==> src/rtl/transmitter.sv <==
// 8N1 serial transmitter with a valid/ready byte interface.
// One frame holds each of its ten bits on tx_out for CLKS_PER_BIT cycles.
module transmitter #(
    parameter int CLKS_PER_BIT = 16
) (
    input  logic       clk,
    input  logic       rst_n,
    input  logic [7:0] tx_data,
    input  logic       tx_valid,
    output logic       tx_ready,
    output logic       tx_out,
    output logic       tx_busy
);

    localparam int CNT_W = (CLKS_PER_BIT > 1) ? $clog2(CLKS_PER_BIT) : 1;
    localparam logic [CNT_W-1:0] CNT_MAX = CNT_W'(CLKS_PER_BIT - 1);

    typedef enum logic [1:0] {IDLE, START, DATA, STOP} state_t;

    state_t           state_q, state_d;
    logic [CNT_W-1:0] cnt_q, cnt_d;
    logic [2:0]       idx_q, idx_d;
    logic [7:0]       shift_q, shift_d;
    logic             tx_out_q, tx_out_d;
    // Held low through reset so no byte is accepted until one edge after release.
    logic             rdy_q;
    logic             bit_end;

    always_ff @(posedge clk) begin
        if (!rst_n) begin
            state_q  <= IDLE;
            cnt_q    <= '0;
            idx_q    <= '0;
            shift_q  <= '0;
            tx_out_q <= 1'b1;
            rdy_q    <= 1'b0;
        end else begin
            state_q  <= state_d;
            cnt_q    <= cnt_d;
            idx_q    <= idx_d;
            shift_q  <= shift_d;
            tx_out_q <= tx_out_d;
            rdy_q    <= 1'b1;
        end
    end

    assign bit_end = (cnt_q == CNT_MAX);

    always_comb begin
        state_d  = state_q;
        cnt_d    = cnt_q;
        idx_d    = idx_q;
        shift_d  = shift_q;
        tx_out_d = tx_out_q;
        if (state_q != IDLE) begin
            cnt_d = bit_end ? '0 : cnt_q + 1'b1;
        end
        case (state_q)
            IDLE: begin
                tx_out_d = 1'b1;
                if (tx_valid && tx_ready) begin
                    state_d  = START;
                    shift_d  = tx_data;
                    cnt_d    = '0;
                    idx_d    = '0;
                    tx_out_d = 1'b0;
                end
            end
            START: begin
                if (bit_end) begin
                    state_d  = DATA;
                    idx_d    = '0;
                    tx_out_d = shift_q[0];
                    shift_d  = shift_q >> 1;
                end
            end
            DATA: begin
                if (bit_end) begin
                    if (idx_q == 3'd7) begin
                        state_d  = STOP;
                        tx_out_d = 1'b1;
                    end else begin
                        idx_d    = idx_q + 3'd1;
                        tx_out_d = shift_q[0];
                        shift_d  = shift_q >> 1;
                    end
                end
            end
            STOP: begin
                if (bit_end) begin
                    state_d  = IDLE;
                    tx_out_d = 1'b1;
                end
            end
            default: begin
                state_d  = IDLE;
                tx_out_d = 1'b1;
            end
        endcase
    end

    always_comb begin
        tx_ready = (state_q == IDLE) && rdy_q;
        tx_busy  = (state_q != IDLE);
        tx_out   = tx_out_q;
    end

endmodule

==> config.mk <==
export PLATFORM = sky130hd
export DESIGN_NAME = transmitter
export DESIGN_NICKNAME = d
export VERILOG_FILES = /design/src/rtl/transmitter.sv
export SDC_FILE = /design/constraint.sdc
export NUM_CORES = 1
export LEC_CHECK = 0
export CORE_MARGIN = 10
export CORE_UTILIZATION = 51
export DETAILED_ROUTE_END_ITERATION = 6
export PLACE_DENSITY = 0.71
export SLEW_MARGIN = 5
export SYNTH_ARGS = -nofsm -noshare
export SYNTH_HDL_FRONTEND = slang
export SYNTH_SLANG_ARGS = --single-unit
==> constraint.sdc <==
create_clock -name clk -period 4.15 [get_ports clk]
set_clock_uncertainty 0.1 [all_clocks]
set_input_delay 0.6225 -clock clk [delete_from_list [all_inputs] [get_ports clk]]
set_output_delay 0.6225 -clock clk [all_outputs]
set_load 0.02 [all_outputs]
* Word-level counts from Yosys, hierarchy flattened
Index checks and enable logic that the tools add are counted.
** Word-level totals
- Register bits after elaboration :: 19
- Output and inout port bits :: 3
** Cells by class
- Muxes and demuxes :: 27
- Eq/ne operators :: 11
- Add/sub/neg operators :: 2
- Reductions and logical operators :: 8
** Operators by type and width (number)
- 8-bit 2-to-1 mux :: 4
- 8-bit case mux with 3 select lines :: 1
- 4-bit 2-to-1 mux :: 4
- 3-bit 2-to-1 mux :: 4
- 2-bit != test (second input constant) :: 6
- 2-bit 2-to-1 mux :: 5
- 5-bit AND reduction :: 2
- 3-bit case mux with 3 select lines :: 1
- 2-bit case mux with 4 select lines :: 1
- 1-bit 2-to-1 mux :: 6
- 4-bit by 1-bit adder with 4-bit output (second input constant) :: 1
- 2-bit equality test (second input constant) :: 2
- 4-bit equality test (second input constant) :: 1
- 1-bit case mux with 4 select lines :: 1
- 3-bit by 1-bit adder with 3-bit output (second input constant) :: 1
- 3-bit equality test (second input constant) :: 1
- 3-bit AND reduction :: 1
- 3-bit nonzero test :: 1
- 2-bit by 1-bit equality test with 1-bit output (second input constant) :: 1
- 1-bit logical AND :: 2
- 2-bit logical NOT :: 1
- 2-bit nonzero test :: 1

* Longest topological paths before layout
Gate-level depths: netlist of run 1.
- Word-level depth :: 5
- Gate-level depth with buffers :: 7
- Depth with buffers taken out :: 6

* Worst setup path before layout of run 1
Ideal clock, no wire load.
- Kind :: register to register
- From :: reg state_q[0]
- To :: reg idx_q[2]
- Clock period less this slack :: 1701 ps
- Arrival :: 1484 ps
- Buffers on the path :: 1
- Cell stages (with the launch flop) :: 8
- Path slack :: 2449 ps
- Required time :: 3933 ps
- Cells stage by stage :: dfxtp_1 inv_1 ha_1 a21bo_4 o311a_1 nand2_2 buf_6 a32o_2
** Between the ends
- Word-level cells in the longest chain between the ends :: 5
- Elaborated cells on any way between the ends :: 12
- Classes of those cells :: 6 x eq/ne; 1 x mux; 5 x reduce/logical
** RTL lines
- from (decl) :: RTL line 20 : state_t state_q, state_d;
- from (signal assigned) :: RTL line 38 : state_q <= state_d;
- 2-bit logical NOT :: RTL line 58, 103
- 1-bit logical AND :: RTL line 103 : tx_ready = (state_q == IDLE) && rdy_q;
- 1-bit logical AND :: RTL line 61 : if (tx_valid && tx_ready) begin
- 2-bit != test (no source line)
- 5-bit AND reduction (no source line)
- to (signal assigned) :: RTL line 40 : idx_q <= idx_d;
- to (decl) :: RTL line 22 : logic [2:0] idx_q, idx_d;
Several ways; a longest one is shown, not always the timed one.
A chain may end at the register's enable or synchronous reset.

* Final worst setup path of run 1
- From :: reg state_q[0]
- To :: out tx_ready
** Between the ends
- Word-level cells in the longest chain between the ends :: 2
** RTL lines
- 2-bit logical NOT :: RTL line 103
- 1-bit logical AND :: RTL line 103
- to (decl) :: RTL line 10 : output logic tx_ready,
No other way between the ends.

==> results of run 1 <==
[state kept, by name, summed over array words and instances, names as in the netlist]
register / count
shift_q: 8
idx_q: 3
cnt_q: 4
state_q: 2
tx_out: 1
rdy_q: 1
[kinds of logic after synthesis]
family / after synthesis / share of synthesized area, %
DFF: 19 / 37.0
buffers and inverters: 11 / 5.60
xor gates and xnor gates: 1 / 0.853
and+or+nand+nor: 37 / 17.1
muxes: 16 / 16.4
AOI/OAI and AO/OA: 19 / 14.5
adders and majority gates: 7 / 8.53
[synthesized netlist by cell type (2+ instances only)]
cell type / number / area share, %
and3_1: 2 / 1.2
a21oi_1: 3 / 1.5
o31ai_1: 3 / 2.2
o21ai_0: 3 / 1.5
nand2_1: 19 / 6.9
buf_6: 2 / 2.2
mux2i_1: 9 / 8.8
and2_1: 3 / 1.8
ha_1: 7 / 8.5
o211ai_1: 2 / 1.5
nor2_1: 4 / 1.5
dfxtp_1: 19 / 37
inv_1: 6 / 2.2
nand2b_1: 2 / 1.2
clkbuf_1: 2 / 0.73
mux2_2: 7 / 7.7
[metrics by stage]
step,std cells,setup WS [ps],hold WS [ps],util [%]
after floorplan,110,2450,335,-
after global placement,145,1820,343,59.5
after detailed placement,145,1760,354,59.5
after CTS,149,1540,367,60.9
after global routing,149,1420,394,60.9
final,149,1560,363,60.9
[routing by layer]
| layer | share of wire [%] | wire [um] |
|---|---|---|
| met2 | 49 | 903 |
| met4 | 1.4 | 25 |
| met1 | 46 | 844 |
| met5 | 0 | 0 |
| met3 | 3.7 | 69 |
[worst min path at each step]
| stage | from | to | slack (ps) |
|---|---|---|---|
| 2_1_floorplan | shift_q[1] | shift_q[1] | 330 |
| 5_1_grt | shift_q[6] | shift_q[6] | 390 |
| 6_report | shift_q[1] | shift_q[1] | 360 |
| 3_3_place_gp | shift_q[1] | shift_q[1] | 340 |
| 3_5_place_dp | shift_q[1] | shift_q[1] | 350 |
| 4_1_cts | shift_q[1] | shift_q[1] | 370 |
[power breakdown]
| part | leakage [uW] | switching, uW | internal, uW |
|---|---|---|---|
| Clock | 0.0000150 | 56.8 | 37.5 |
| Sequential | 0.000155 | 30.9 | 234 |
| Combinational | 0.000344 | 170 | 174 |
| Total | 0.000514 | 258 | 445 |
[worst register-to-register path, cell delays in order (launching register included)]
cell and delay [ps]:
dfxtp_1 380, inv_1 80, ha_1 300, a21bo_4 250
o311a_1 170, nand2_2 190, a32o_1 330
[cell type report]
cell class                      instances  share of cell area [%]
Tap cell                               27                    2.86
Timing Repair Buffer                   13                    11.0
Sequential cell                        19                    32.2
Clock buffer                            4                    2.22
Inverter                                6                    1.90
Multi-Input combinational cell         80                    49.8
==> flow_summary.toml, run 1 <==
[setup_path]
rr_endpoint = "idx_q[1]"
critPathLaunch = "state_q[0]"
regToRegStartpoint = "state_q[0]"
crit_path_cell_trace = "inv_1 > ha_1 > and2_2 > clkdlybuf4s50_1"
cp-endpoint = "tx_ready"
max_stage_delay_ps = 610
critPathTopFamily = "buffers and inverters"
cp_num_buf_inv = 2
path_depth = 4
crit_type = "reg -> out"
worst_setup_path_start_kind = "flip-flop"
worst-endpoint-required_ps = 3430
r2r_slack_ps = 2260
path_max_fanout = 8
critPathCaptureType = "output pin"
worstPathArrival_ps = 1870
r2r_cells = 6
slowest_stage = "clkdlybuf4s50_1"

[layout]
n_fill_cell = 185
final_cell_mix = "nand2_1 (19), dfxtp_1 (19), clkdlybuf4s50_1 (13)"
antennaDiodeCount = 0
seq_area_um2 = 380
multiInputGateArea_um2 = 589
layout-drive-gt1-share_pct = 12.3
design_area_um2 = 1180
nets = 141
area_delta_synth_final_pct = 15.1

[power_and_ir_drop]
ir_drop_mv = 0.297
p_per_area_nw_per_um2 = 594
total_power_uw = 703
p_leak_uw = 0.000514

[floorplan]
num_rows = 16
start_util_pct = 52.9
io-pin-count = 14
core-area_um2 = 1940
dieHeight_um = 64.9
design.die.area_um2 = 4210
fp.dieW_um = 64.9

[clocking]
clkSlewWorstSetupHoldPaths_ps = 110
cts_hold_repair.buffers = 0
cts_setup_buffers = 0
h-tree-depth = 1
cts.sinks = 19
cts_tree = "done"
cts_resized = 0
root_buffer = "clkbuf_4"
clock_path_buffers = 2
clock_latency_ps = 300
numCtsBuffers = 3

[placement]
place_congestion = 0.862
hpwl_mm = 1.45
io_buffers = 13
post_dp_cell_area_um2 = 1160

[timing]
fin_crit_ps = 2590
tns_ps = 0
timing.fmax_mhz = 386
slew_violations = 0
finalCritPeriodShare_pct = 62.4
hold_viol = 0
worstMarginPinSlew_ps = 847
setup_viol = 0
rsz0062_at_grt = "no"
max_slew_margin_pct = 43.4

[synthesis]
synth_area_um2 = 1030
yosysSeqAreaShare_pct = 37.0
synth_nets = 128
syn-instance-count = 110
syn_area_per_cell_um2 = 9.34
synthFlopType = "dfxtp_1"
async_flop_share_pct = 0
yosysUniqueCellTypes = 33
synth_seq_cells = 19
synth_edf_count = 0
yosysWarnings = 0

[global_route]
antenna_found_initial = 0
busiest_layer = "met2"
use_met2_pct = 16.3
grt_max_degree = 29
grt_pass1_vias = 780
use_met3_pct = 2.58
grt_overflow = 0
gr-usage-met1_pct = 10.4
grt_usage_pct = 9.36
grt_pass1_wl_mm = 3.26

[hold_path]
hold_path_class = "reg -> reg"
holdPathStages = 2

[detailed_routing]
drtPass1Iterations = 4
drt_first_iter_violations = 15
drc = 0
avgRoutedWirePerCell_um = 12.4
drtAntennaViolNets = 0
via_per_inst = 5.34
routed_wirelength_mm = 1.84
route.vias.total = 795

[job]
maxCapViolCount = 0

[outcome]
status = "finished clean"
Note: power is estimated with default switching activity, not from simulation.
==> run 2: changes to the inputs <==
- clock period: 4.15 -> 2.41 ns (I/O delays scaled with it)
==> run 2 against run 1 <==
Effect of this change: setup slack worse by 1500 ps; via count down 1.4%; core utilization up 0.84 points; critical endpoint unchanged; clock power up 70%; sequential cell count unchanged; routed wire length up 0.22%; sequential power up 73%; non-clock buffer count up 2; design area up 1.4%; register-to-register slack worse by 1700 ps; clock-buffer cell count down 1; worst hold slack better by 12 ps.
==> flow_summary.toml, run 2 (same netlist as run 1, synthesis figures left out) <==
[outcome]
status = "finished clean"

[timing]
rsz0062_at_grt = "no"
fin_crit_ps = 2310
setup_viol = 0
worstMarginPinSlew_ps = 334
tns_ps = 0
max_slew_margin_pct = 77.7
finalCritPeriodShare_pct = 95.7
hold_viol = 0
slew_violations = 0
timing.fmax_mhz = 433
postLayoutSetupSlackWorst_ps = 103

[detailed_routing]
drt_first_iter_violations = 30
drc = 0
route.vias.total = 784
routed_wirelength_mm = 1.85
drtAntennaViolNets = 0
via_per_inst = 5.19
avgRoutedWirePerCell_um = 12.2
drtPass1Iterations = 5

[placement]
io_buffers = 13
dpl_worst_slack_ps = 442
placed_cells = 147
place_congestion = 0.835
hpwl_mm = 1.45

[global_route]
grt_pass1_vias = 834
grt_max_degree = 12
antenna_found_initial = 0
grt_overflow = 0
grt_usage_pct = 9.36
grt_pass1_wl_mm = 3.37

[floorplan]
design.die.area_um2 = 4210
dieHeight_um = 64.9
start_util_pct = 52.9
core-area_um2 = 1940
io-pin-count = 14
fp.dieW_um = 64.9
num_rows = 16

[clocking]
clock_path_buffers = 2
root_buffer = "clkbuf_4"
cts_tree = "done"
cts_hold_repair.buffers = 0
clkSlewWorstSetupHoldPaths_ps = 110
numCtsBuffers = 3
cts_resized = 0
clock_latency_ps = 290
cts_setup_buffers = 0
h-tree-depth = 1
cts.sinks = 19

[power_and_ir_drop]
p_leak_uw = 0.000526
ir_drop_mv = 0.573
total_power_uw = 1220
p_per_area_nw_per_um2 = 1020

[setup_path]
worst_setup_path_start_kind = "flip-flop"
crit_type = "reg -> out"
regToRegStartpoint = "state_q[0]"
r2r_slack_ps = 530
critPathCaptureType = "output pin"
rr_endpoint = "idx_q[2]"
r2r_cells = 6
worstPathArrival_ps = 1850
worst-endpoint-required_ps = 1950
path_max_fanout = 8

[layout]
layout-drive-gt1-share_pct = 14.5
top_register = "shift_q"
area_delta_synth_final_pct = 16.7
largest_register_ffs = 8
antennaDiodeCount = 0
nets = 143
largestRegisters = "shift_q x8, cnt_q x4, idx_q x3"
instances_no_fill = 151
final_cell_mix = "nand2_1 (19), dfxtp_1 (19), clkdlybuf4s50_1 (13)"

[hold_path]
hold_path_class = "reg -> reg"
holdPathEnd = "shift_q[3]"
holdPathStages = 2
min_from = "shift_q[3]"

[job]
maxCapViolCount = 0
## run 2: cell types whose count changed in the layout (fill, tap and decap cells not counted)
cell / previous run / this run
clkinv_2: 0 / 1
clkbuf_1: 1 / 0
buf_4: 0 / 2
## run 2: how the worst max path moves through the flow
stage,cells past startpoint,from,to,slack (ps)
floorplan,7,state_q[0],idx_q[2],710
global placement,4,state_q[0],tx_ready,470
detailed placement,4,state_q[0],tx_ready,440
CTS,4,state_q[0],tx_ready,110
global route,4,state_q[1],tx_ready,1
finish,4,state_q[0],tx_ready,100
## run 2: metrics by stage
| stage | utilization, % | instance area [um^2] | hold WS, ps |
|---|---|---|---|
| after floorplan | - | 1030 | 289 |
| after global placement | 60.3 | 1170 | 343 |
| after detailed placement | 60.3 | 1170 | 358 |
| after CTS | 61.7 | 1200 | 377 |
| after global routing | 61.7 | 1200 | 402 |
| final | 61.7 | 1200 | 374 |
## run 2: routing by layer
| metal | wire [um] | part of all wire [%] | GRT usage [%] | vias up |
|---|---|---|---|---|
| met5 | 0 | 0 | 0 | - |
| met3 | 85 | 4.6 | 2.75 | 0 |
| met4 | 0 | 0 | 1.60 | 0 |
| li1 | - | - | - | 410 |
| met1 | 897 | 49 | 11.2 | 357 |
| met2 | 863 | 47 | 16.3 | 17 |
## run 2: cell type report
type / count / area, um^2
Inverter: 6 / 22.5
Timing Repair Buffer: 15 / 145
Clock inverter: 1 / 5.00
Clock buffer: 3 / 22.5
Multi-Input combinational cell: 80 / 589
Sequential cell: 19 / 380
Tap cell: 27 / 33.8
Fill cell: 176 / 743
## run 2: worst max-delay path: stages, from the launching register on
cell and delay, ps:
dfxtp_1 340, inv_1 100, ha_1 310, and2_2 210, clkdlybuf4s50_1 600
## run 2: power breakdown
group          switching [uW]  total (uW)  internal [uW]
registers                56.5         459            403
clock network            97.9         160           61.6
logic                     297         599            301
total                     452        1220            766
==> run 3: changes to the inputs <==
- CORE_MARGIN: 10 -> unset
- clock period: 2.41 -> 2.61 ns (I/O delays scaled with it)
==> run 3 against run 2 <==
Effect of this change: combinational power fell by 9.5%; clock-buffer cell count did not move; routed wire length fell by 3.4%; global-route usage rose by 11 points; worst hold slack got worse by 9.3 ps; non-clock buffer count fell by 1; sequential power fell by 8.1%; setup slack improved by 190 ps; core utilization rose by 4.2 points; register-to-register slack improved by 210 ps; highest routed layer is now met4; critical path depth did not move.
==> flow_summary.toml, run 3 (same netlist as run 1, synthesis figures left out) <==
[floorplan]
num_rows = 15
dieHeight_um = 46.9
io-pin-count = 14
fp.dieW_um = 46.9
design.die.area_um2 = 2200
core-area_um2 = 1800
start_util_pct = 57.0

[setup_path]
worstPathArrival_ps = 1830
critPathTopFamily = "buffers and inverters"
worst_setup_path_start_kind = "flip-flop"
r2r_cells = 6
worst-endpoint-required_ps = 2120
crit_path_cell_trace = "inv_1 > ha_1 > and2_2 > clkdlybuf4s50_1"
critPathCaptureType = "output pin"
r2r_slack_ps = 740
max_stage_delay_ps = 590
critPathLaunch = "state_q[0]"
slowest_stage = "clkdlybuf4s50_1"
crit_type = "reg -> out"
path_depth = 4
cp_num_buf_inv = 2
cp-endpoint = "tx_ready"
regToRegStartpoint = "state_q[1]"
rr_endpoint = "idx_q[1]"
path_max_fanout = 8

[timing]
postLayoutSetupSlackWorst_ps = 290
slew_violations = 0
fin_crit_ps = 2320
finalCritPeriodShare_pct = 88.9
hold_viol = 0
worstMarginPinSlew_ps = 467
setup_viol = 0
tns_ps = 0
rsz0062_at_grt = "no"
max_slew_margin_pct = 68.7
timing.fmax_mhz = 431

[global_route]
grt_pass1_wl_mm = 3.11
grt_max_degree = 16
grt_usage_pct = 20.7
grt_pass1_vias = 763
grt_overflow = 0
antenna_found_initial = 0

[clocking]
clkSlewWorstSetupHoldPaths_ps = 110
numCtsBuffers = 3
clock_latency_ps = 300
cts_hold_repair.buffers = 0
cts_resized = 0
h-tree-depth = 1
clock_path_buffers = 2
cts_tree = "done"
cts.sinks = 19
root_buffer = "clkbuf_4"
cts_setup_buffers = 0

[placement]
dpl_worst_slack_ps = 624
place_congestion = 0.791
io_buffers = 13
hpwl_mm = 1.26

[power_and_ir_drop]
total_power_uw = 1120
comb_power_share_pct = 48.6
ir_drop_mv = 0.496
p_per_area_nw_per_um2 = 939
internal_power_uw = 706
pwr-share-seq_pct = 37.8
clockPowerShare_pct = 13.5
p_leak_uw = 0.000521
swShare_pct = 36.7
p_sw_uw = 410

[detailed_routing]
drtPass1Iterations = 4
route.vias.total = 773
avgRoutedWirePerCell_um = 12.1
drc = 0
routed_wirelength_mm = 1.79
drtAntennaViolNets = 0
drt_first_iter_violations = 7
via_per_inst = 5.22

[layout]
top_register = "shift_q"
largestRegisters = "shift_q x8, cnt_q x4, idx_q x3"
final_cell_mix = "nand2_1 (19), dfxtp_1 (19), clkdlybuf4s50_1 (13)"
nets = 142
layout-drive-gt1-share_pct = 13.8
antennaDiodeCount = 0
n_fill_cell = 163
largest_register_ffs = 8
area_delta_synth_final_pct = 15.7

[job]
maxCapViolCount = 0

[outcome]
status = "finished clean"

[hold_path]
hold_path_class = "reg -> reg"
==> run 3: cell type report <==
class,instances,area (um^2),share of cell area (%)
Multi-Input combinational cell,80,589,49.6
Timing Repair Buffer,14,138,11.6
Sequential cell,19,380,32.0
Clock buffer,3,22.5,1.89
Inverter,6,22.5,1.89
Tap cell,25,31.3,2.63
Clock inverter,1,5.00,0.421
==> run 3: per-stage QoR <==
step	hold slack [ps]	area, um^2	util, %	cells
6_report	365	1190	66.0	148
5_1_grt	399	1190	66.0	148
4_1_cts	374	1190	66.0	148
3_5_place_dp	357	1160	64.4	144
3_3_place_gp	345	1160	64.4	144
2_1_floorplan	319	1030	-	110
==> run 3: power groups by stage <==
stage,Clock [uW],Sequential (uW),Combinational (uW)
3_5_place_dp,0,430,549
5_1_grt,170,433,604
4_1_cts,156,423,551
6_report,151,422,542
3_3_place_gp,0,425,539
2_1_floorplan,0,423,451
==> run 3: tightest hold or removal path: cells and delay by family, from the launching register on <==
kind | cells | cell delay (ps)
AND/OR/NAND/NOR | 1 | 50
flip-flops | 1 | 320
multiplexers | 1 | 50
==> run 3: how the worst min path moves through the flow <==
stage          depth (start not counted)          to  slack, ps       start
2_1_floorplan                          0       rdy_q        320       rst_n
3_3_place_gp                           2  shift_q[1]        340  shift_q[1]
3_5_place_dp                           2  shift_q[6]        360  shift_q[6]
4_1_cts                                2  shift_q[7]        370  shift_q[7]
5_1_grt                                2  shift_q[7]        400  shift_q[7]
6_report                               2  shift_q[7]        370  shift_q[7]
==> run 3: metal layers <==
layer | track usage (%) | vias to the layer above | wire length (um) | share of wire [%]
li1 | - | 410 | - | -
met5 | 0 | - | 0 | 0
met3 | 3.46 | 5 | 47 | 2.6
met2 | 36.1 | 14 | 877 | 49
met4 | 13.7 | 0 | 53 | 3.0
met1 | 23.0 | 344 | 807 | 45
